<file path="src/rtl/demod_seq_ctrl.sv">
// Demodulator acquisition sequencer: HOLD -> CACQ -> BACQ -> TRACK, with a 1-cycle gated bit output.
// Define DEMOD_SEQ_STATS_EN to build the lock_loss_cnt statistics counter; otherwise the port reads 0.
module demod_seq_ctrl #(
  parameter int RST_HOLD_CYC      = 16,
  parameter int COSTAS_SETTLE_CYC = 1024,
  parameter int CACQ_TIMEOUT_CYC  = 65535,
  parameter int PREAMBLE_LEN      = 16,
  parameter int BACQ_TIMEOUT_BITS = 512,
  parameter int LOSS_CYC          = 64
) (
  input  logic        sys_clk,
  input  logic        rst_n,
  input  logic        enable,
  input  logic        costas_lock,
  input  logic        bitsync_data,
  input  logic        bitsync_data_valid,
  output logic        costas_rst,
  output logic        bitsync_rst,
  output logic [1:0]  demod_state,
  output logic        sync_locked,
  output logic        out_data,
  output logic        out_valid,
  output logic [15:0] lock_loss_cnt
);

  if (RST_HOLD_CYC < 1 || RST_HOLD_CYC > 65535 ||
      COSTAS_SETTLE_CYC < 1 || COSTAS_SETTLE_CYC > 65535 ||
      CACQ_TIMEOUT_CYC < 1 || CACQ_TIMEOUT_CYC > 65535 ||
      PREAMBLE_LEN < 1 || PREAMBLE_LEN > 65535 ||
      BACQ_TIMEOUT_BITS < 1 || BACQ_TIMEOUT_BITS > 65535 ||
      LOSS_CYC < 1 || LOSS_CYC > 65535) begin : g_param_range
    $fatal(1, "demod_seq_ctrl: every parameter must lie in 1..65535");
  end

  localparam logic [16:0] HOLD_LIM   = 17'(RST_HOLD_CYC);
  localparam logic [16:0] SETTLE_LIM = 17'(COSTAS_SETTLE_CYC);
  localparam logic [16:0] CACQ_LIM   = 17'(CACQ_TIMEOUT_CYC);
  localparam logic [16:0] PRE_LIM    = 17'(PREAMBLE_LEN);
  localparam logic [16:0] BTO_LIM    = 17'(BACQ_TIMEOUT_BITS);
  localparam logic [16:0] LOSS_LIM   = 17'(LOSS_CYC);

  typedef enum logic [1:0] {
    HOLD  = 2'd0,
    CACQ  = 2'd1,
    BACQ  = 2'd2,
    TRACK = 2'd3
  } state_t;

  state_t      state, state_nxt;
  logic [15:0] hold_cnt, lock_run, cacq_cnt, loss_cnt, alt_run, bit_cnt;
  logic        prev_bit;

  logic [15:0] hold_inc, lock_inc, cacq_inc, loss_inc, alt_inc, bit_inc;
  logic        in_bt, hold_done, settle, cacq_to, loss_hit, pre_hit, bacq_to;

  function automatic logic [15:0] sat_inc(input logic [15:0] v);
    return (v == 16'hFFFF) ? v : v + 16'd1;
  endfunction

  // Each *_inc is the counter value after this cycle if the state is kept.
  assign hold_inc = sat_inc(hold_cnt);
  assign lock_inc = costas_lock ? sat_inc(lock_run) : 16'd0;
  assign cacq_inc = sat_inc(cacq_cnt);
  assign loss_inc = costas_lock ? 16'd0 : sat_inc(loss_cnt);
  assign alt_inc  = (bit_cnt == 16'd0 || bitsync_data == prev_bit) ? 16'd1 : sat_inc(alt_run);
  assign bit_inc  = sat_inc(bit_cnt);

  assign in_bt     = (state == BACQ) || (state == TRACK);
  assign hold_done = {1'b0, hold_inc} >= HOLD_LIM;
  assign settle    = {1'b0, lock_inc} >= SETTLE_LIM;
  assign cacq_to   = {1'b0, cacq_inc} >= CACQ_LIM;
  assign loss_hit  = in_bt && !costas_lock && ({1'b0, loss_inc} >= LOSS_LIM);
  assign pre_hit   = bitsync_data_valid && ({1'b0, alt_inc} >= PRE_LIM);
  assign bacq_to   = bitsync_data_valid && ({1'b0, bit_inc} >= BTO_LIM);

  always_comb begin
    state_nxt = state;
    if (!enable) begin
      state_nxt = HOLD;
    end else begin
      case (state)
        HOLD:    if (hold_done) state_nxt = CACQ;
        CACQ:    if (settle) state_nxt = BACQ;
                 else if (cacq_to) state_nxt = HOLD;
        BACQ:    if (loss_hit) state_nxt = HOLD;
                 else if (pre_hit) state_nxt = TRACK;
                 else if (bacq_to) state_nxt = HOLD;
        TRACK:   if (loss_hit) state_nxt = HOLD;
        default: state_nxt = HOLD;
      endcase
    end
  end

  always_ff @(posedge sys_clk or negedge rst_n) begin
    if (!rst_n) begin
      state     <= HOLD;
      hold_cnt  <= 16'd0;
      lock_run  <= 16'd0;
      cacq_cnt  <= 16'd0;
      loss_cnt  <= 16'd0;
      alt_run   <= 16'd0;
      bit_cnt   <= 16'd0;
      prev_bit  <= 1'b0;
      out_valid <= 1'b0;
      out_data  <= 1'b0;
    end else begin
      state    <= state_nxt;
      // Counters run only while the state is kept, so every entry starts them from zero.
      hold_cnt <= (state == HOLD && state_nxt == HOLD && enable) ? hold_inc : 16'd0;
      lock_run <= (state == CACQ && state_nxt == CACQ) ? lock_inc : 16'd0;
      cacq_cnt <= (state == CACQ && state_nxt == CACQ) ? cacq_inc : 16'd0;
      loss_cnt <= (in_bt && (state_nxt == BACQ || state_nxt == TRACK)) ? loss_inc : 16'd0;
      if (state == BACQ && state_nxt == BACQ) begin
        if (bitsync_data_valid) begin
          alt_run  <= alt_inc;
          bit_cnt  <= bit_inc;
          prev_bit <= bitsync_data;
        end
      end else begin
        alt_run  <= 16'd0;
        bit_cnt  <= 16'd0;
        prev_bit <= 1'b0;
      end
      // The strobe that completes the preamble is sampled in BACQ and is therefore dropped.
      out_valid <= bitsync_data_valid && (state == TRACK);
      out_data  <= bitsync_data_valid && (state == TRACK) && bitsync_data;
    end
  end

`ifdef DEMOD_SEQ_STATS_EN
  always_ff @(posedge sys_clk or negedge rst_n) begin
    if (!rst_n) begin
      lock_loss_cnt <= 16'd0;
    end else if (state == TRACK && enable && loss_hit) begin
      lock_loss_cnt <= sat_inc(lock_loss_cnt);
    end
  end
`else
  assign lock_loss_cnt = 16'd0;
`endif

  assign demod_state = state;
  assign costas_rst  = (state == HOLD);
  assign bitsync_rst = (state == HOLD) || (state == CACQ);
  assign sync_locked = (state == TRACK);

endmodule

</file>
<file path="config.mk">
export PLATFORM = sky130hd
export DESIGN_NAME = demod_seq_ctrl
export DESIGN_NICKNAME = d
export VERILOG_FILES = /design/src/rtl/demod_seq_ctrl.sv
export SDC_FILE = /design/constraint.sdc
export NUM_CORES = 1
export LEC_CHECK = 0
export BUFFER_PORTS_ARGS = -buffer_cell sky130_fd_sc_hd__buf_2
export CORE_AREA = 2 2 102 104
export DETAILED_ROUTE_END_ITERATION = 7
export DIE_AREA = 0 0 104 106
export HOLD_SLACK_MARGIN = 0.08
export PLACE_DENSITY = 0.88
export SYNTH_ARGS = -nofsm -noshare
export SYNTH_HDL_FRONTEND = slang
export SYNTH_SLANG_ARGS = --single-unit
export TNS_END_PERCENT = 10
</file>
<file path="constraint.sdc">
create_clock -name sys_clk -period 4.5 [get_ports sys_clk]
set_input_delay 0.45 -clock sys_clk [delete_from_list [all_inputs] [get_ports sys_clk]]
set_output_delay 0.45 -clock sys_clk [all_outputs]
set_load 0.02 [all_outputs]
</file>
; Word-level counts from Yosys, hierarchy flattened
; Cells that the tools add are included.
[totals]
ff_bits = 101
latch_bits = 0
ramBits = 0
romBits = 0
inputBits = 6
output_inout_bits = 23
mem_count = 0
[classes]
n_addsub = 6
n_mul = 0
n_div = 0
n_lt_le_gt_ge = 6
n_eq_ne = 14
shift = 0
muxes = 28
bitwise_logic = 0
n_reduce_logical = 19
[op_table]
columns = operator, count
row1 = 2-to-1 mux 16 bit, 17
row2 = "adder 16 x 1 -> 16 bit, second input constant", 6
row3 = "equality test 16 bit, second input constant", 6
row4 = ">= comparator 16 x 5 -> 1 bit, second input constant", 2
row5 = ">= comparator 16 x 10 -> 1 bit, second input constant", 1
row6 = ">= comparator 16 x 11 -> 1 bit, second input constant", 1
row7 = ">= comparator 16 bit, second input constant", 1
row8 = ">= comparator 16 x 7 -> 1 bit, second input constant", 1
row9 = zero test 16 bit, 1
row10 = 2-to-1 mux 2 bit, 8
row11 = logical AND 1 bit, 11
row12 = "equality test 2 bit, second input constant", 4
row13 = one-hot mux 2 bit (4 select lines), 1
row14 = "equality test 2 x 1 -> 1 bit, second input constant", 2
row15 = zero test 2 bit, 2
row16 = logical OR 1 bit, 4
row17 = 2-to-1 mux 1 bit, 2
row18 = "inequality test 2 bit, second input constant", 1
row19 = equality test 1 bit, 1
row20 = zero test 1 bit, 1

; Longest topological paths before layout
[depth]
depth_word = 13
mapped_depth = 12
mapped_depth_nobuf = 10

; Worst setup path before layout
; OpenSTA, ideal clock, no wires.
[synth_timing]
kind = reg-to-reg
start = reg alt_run[0]
end = reg bit_cnt[1]
t_arrival_ps = 2766
setup_slack_ps = 1592
path_stages_with_launch = 11
n_path_buf = 1
period_less_slack_ps = 2908
cell_sequence = dfrtp_1 -> ha_1 -> nand3_1 -> nor4_4 -> or3_1 -> nand3_1 -> or4_1 -> a221o_1 -> o2111ai_2 -> buf_2 -> nor4_1
[synth_via]
elab_chain_cells = 12
elab_cells_between_ends = 14
classes_between = add/sub: 1 / order compare: 1 / eq/ne: 3 / mux: 7 / reduce/logical: 2
[synth_rtl]
columns = element, line
row1 = "start, declared", 50  ; logic [15:0] hold_cnt, lock_run, cacq_cnt, loss_cnt, alt_run, bit_cnt;
row2 = "start signal, assigned", 115  ; alt_run <= alt_inc;
row3 = adder 16 x 1 -> 16 bit or equality test 16 bit (tied branches), 57  ; return (v == 16'hFFFF) ? v : v + 16'd1;
row4 = 2-to-1 mux 16 bit *, 57
row5 = 2-to-1 mux 16 bit *, 65  ; assign alt_inc = (bit_cnt == 16'd0 || bitsync_data == prev_bit) ? 16'd1 : sat_inc(alt_run);
row6 = >= comparator 16 x 5 -> 1 bit *, 73  ; assign pre_hit = bitsync_data_valid && ({1'b0, alt_inc} >= PRE_LIM);
row7 = logical AND 1 bit *, 73
row8 = 2-to-1 mux 2 bit *, 86  ; else if (pre_hit) state_nxt = TRACK;
row9 = 2-to-1 mux 2 bit *, 85  ; BACQ: if (loss_hit) state_nxt = HOLD;
row10 = one-hot mux 2 bit (4 select lines) *, 81  ; case (state)
row11 = 2-to-1 mux 2 bit *, 78  ; if (!enable) begin
row12 = equality test 2 bit *, 113  ; if (state == BACQ && state_nxt == BACQ) begin
row13 = logical AND 1 bit *, 113
row14 = inequality test 2 bit (no source line) or 2-to-1 mux 16 bit (tied branches), -
row15 = "end signal, assigned", 116  ; bit_cnt <= bit_inc;
row16 = "end, declared", 50
; Every way passes the cells marked *; elsewhere a longest branch is shown, timed or not.
; A chain may end at the register's enable or synchronous reset.

; Worst setup path in the final report
[layout_timing]
start = reg alt_run[0]
end = reg prev_bit
[layout_via]
elab_chain_cells = 12
elab_cells_between_ends = 14
classes_between = add/sub: 1 / order compare: 1 / eq/ne: 3 / mux: 7 / reduce/logical: 2
[layout_rtl]
columns = element, line
row1 = adder 16 x 1 -> 16 bit or equality test 16 bit (tied branches), 57
row2 = 2-to-1 mux 16 bit *, 57
row3 = 2-to-1 mux 16 bit *, 65
row4 = >= comparator 16 x 5 -> 1 bit *, 73
row5 = logical AND 1 bit *, 73
row6 = 2-to-1 mux 2 bit *, 86
row7 = 2-to-1 mux 2 bit *, 85
row8 = one-hot mux 2 bit (4 select lines) *, 81
row9 = 2-to-1 mux 2 bit *, 78
row10 = equality test 2 bit *, 113
row11 = logical AND 1 bit *, 113
row12 = inequality test 2 bit (no source line) or 2-to-1 mux 1 bit (tied branches), -
row13 = "end signal, assigned", 117  ; prev_bit <= bitsync_data;
row14 = "end, declared", 51  ; logic prev_bit;
; Marked as above.

==> flow_summary.yaml <==
synth:
  async_flop_share_pct: 100.0
  synth_edf_count: 0
  ys_warn_count: 0
  syn_inst: 688
  synth.most_common_cell: "dfrtp_1"
  synth_top_area_cell: "dfrtp_1"
  yosys-top-cells-area: "dfrtp_1 40%, nor4_1 4.1%, nand3_1 3.8%"
  synth_seq_area_share_pct: 40.42
  synth_top_area_share_pct: 40.42
  netlist-cell-type-count: 60
  ys_ff_latch: 101
  synth_top_cells_by_count: "101 x dfrtp_1, 63 x nand2_1, 50 x nor2_1"
  synth.avg_cell_area_sq_um: 9.089
  synth_area_sq_um: 6253
  synth_flop_cell: "dfrtp_1"
global_routing:
  grt_util_all_layers_pct: 25.04
  top_usage_layer: "met2"
  grt_pass1_wl_um: 22970
  use_met3_pct: 3.495
  grt_pass1_vias: 4927
  grt_max_degree: 63
  grt_remaining_overflow: 0
  grt_use_met2_pct: 42.76
  use_met1_pct: 32.94
  antenna_found_initial: 0
layout:
  finalNetCount: 720
  drive_above_1_share_pct: 10.96
  n_fill_cell: 799
  fin_area_sq_um: 6615
  diodes: 0
  syn_to_final_growth_pct: 5.782
  layoutNonFillerInstCount: 848
cts:
  insertion_delay_ps: 370
  cts_buffers: 9
  clkTransAtPathRegs_ps: 100
  cts_tree: "built"
  clock_path_buffers: 2
  numClockSinks: 101
  root_buffer: "clkbuf_8"
  cts_resized: 0
  cts-htree-levels: 3
  holdBufCountCts: 0
  cts_setup_buffers: 0
worst_setup_path:
  r2r_start: "alt_run[0]"
  cp-start-kind: "flip-flop"
  critPathLaunch: "alt_run[0]"
  crit_fanout: 17
  path_class: "flip-flop to flip-flop"
  cp_data_arrival_time_ps: 3790
  endpoint_kind: "flip-flop"
  required_ps: 4740
placed_design:
  io_buffer_count: 12
  placed_cell_area_sq_um: 6416
  finalWeightedCongestion: 0.9617
  dp_cells: 832
  hpwl_um: 9464
  post-place-ws_ps: 966.0
power_and_ir_drop:
  power_density_nw_per_um2: 252.3
  internal-power_mw: 1.217
  seqPwrFrac_pct: 56.6
  switching_share_pct: 27.07
  leakage_nw: 2.463
  p_sw_uw: 451.8
  power_frac_comb_pct: 8.4
  p_clk_share_pct: 35.0
  peakVddDrop_mv: 0.2161
timing:
  setup_viol: 0
  fin_hold_ws_ps: 146.1
  finalHoldViolCount: 0
  fin_ws_ps: 947.5
  finClkSkew_ps: 11.77
  worst_pin_slew_ps: 788.8
  rsz0062_at_grt: "false"
  slew_violations: 0
  tns_ps: 0
  fin_crit_sh_pct: 78.94
  layout_min_cycle_time_ps: 3553
  timing.fmax_ghz: 0.2815
  max-slew-margin-rel_pct: 47.28
detailed_routing:
  ant_nets: 0
  vias_per_cell: 6.346
  drc: 0
  routed_wl_um: 13540
  firstDrtPassIters: 5
  avgRoutedWirePerCell_um: 15.97
  first_iter_violations: 371
  vias: 5381
die:
  initial_utilization_pct: 62.54
  design.die.area_sq_um: 11020
  dieWidth_um: 104
  ioPinCount: 29
  core_area_sq_um: 10000
  die_h_um: 106
  rows: 37
run_status:
  status: "complete, no violations"
run:
  maxCapViolCount: 0
worst_hold_path:
  hold_class: "input port to asynchronous set/reset pin"
## through the flow
stage | util (%) | power (mW)
2_1_floorplan | - | 1.064
3_3_place_gp | 64.16 | 1.095
3_5_place_dp | 64.16 | 1.100
4_1_cts | 66.15 | 1.678
5_1_grt | 66.15 | 1.734
6_report | 66.15 | 1.669
## power by group through the flow
stage                     logic, mW  registers, mW  clock network [mW]
after detailed placement      0.139          0.962                   0
after global routing          0.153          0.948               0.633
after global placement        0.134          0.960                   0
after floorplan               0.107          0.957                   0
final                         0.140          0.944               0.585
after CTS                     0.139          0.944               0.595
## cells by family (layout without fill, tap and decap cells)
kind of cell | after synthesis | in the layout | share of synthesized area, %
and+or+nand+nor | 326 | 326 | 29.23
AOI/OAI and AO/OA | 123 | 123 | 14.41
DFF | 101 | 101 | 40.42
buffers and inverters | 70 | 51 | 5.582
xor gates and xnor gates | 39 | 39 | 5.462
muxes | 21 | 21 | 3.441
adders and majority gates | 7 | 7 | 1.400
other | 1 | 44 | 0.05997
## cells in the final DEF (no fill, tap or decap), types with 3 or more instances in the layout
master | netlist | routed
and4_1 | 4 | 4
nor4_2 | 16 | 16
mux2i_1 | 17 | 17
nand3_1 | 48 | 48
xnor2_1 | 25 | 25
a31oi_1 | 13 | 13
buf_4 | 16 | 8
nand2b_1 | 4 | 4
and2_1 | 4 | 4
dfrtp_1 | 101 | 101
conb_1 | 1 | 44
nor3_1 | 28 | 27
nor3b_1 | 3 | 3
or3_1 | 5 | 5
nand4_1 | 26 | 26
a41oi_1 | 4 | 4
inv_1 | 16 | 16
or4_1 | 6 | 6
ha_1 | 7 | 7
and3_1 | 10 | 10
mux2_2 | 4 | 4
a211o_1 | 8 | 8
o21ai_0 | 30 | 30
a2111oi_2 | 8 | 8
a21oi_1 | 20 | 20
or2_2 | 5 | 5
o31ai_1 | 3 | 3
nand3b_1 | 5 | 5
buf_2 | 9 | 11
o211ai_1 | 8 | 8
clkbuf_8 | 0 | 9
a211oi_1 | 9 | 9
nor2_1 | 50 | 50
xor2_1 | 14 | 14
nand2_1 | 63 | 63
nor4_1 | 41 | 41
## routing by layer
layer  vias to the layer above  part of all wire [%]
li1                       2568                     -
met1                      2573                    43
met2                       206                    49
met3                        34                   6.2
met4                         0                   2.0
met5                         -                     0
## registers in the layout, summed over array words and instances (netlist names)
| name | flops |
|---|---|
| hold_cnt | 16 |
| lock_run | 16 |
| out_data | 1 |
| demod_state | 2 |
| prev_bit | 1 |
| bit_cnt | 16 |
| alt_run | 16 |
| cacq_cnt | 16 |
| loss_cnt | 16 |
| out_valid | 1 |
## worst max-delay path, cell delays in order, from the launching register on
cell	delay, ps
dfrtp_1	410
ha_1	220
nand3_1	250
nor4_4	570
or3_1	200
nand3_1	70
or4_1	560
a221o_1	420
o2111ai_2	290
buf_4	360
nor4_1	80
## worst paths after layout
check                      slack, ps  cells after the start     endpoint
min in group sys_clk             330                      2     out_data
min reg2reg                      620                      2  loss_cnt[0]
min                              150                      1   alt_run[8]
max                              950                     10     prev_bit
max reg2reg                      950                     10     prev_bit
max in group asynchronous       3310                      2  cacq_cnt[1]
## cell type report
cell class	count	area [sq um]	share of cell area [%]
Multi-Input combinational cell	560	3543	53.57
Sequential cell	101	2527	38.21
Tap cell	136	170.2	2.572
Clock buffer	10	127.6	1.929
Timing Repair Buffer	19	115.1	1.740
Clock inverter	6	71.32	1.078
Inverter	16	60.06	0.9079
Note: power is estimated with default switching activity, not from simulation.
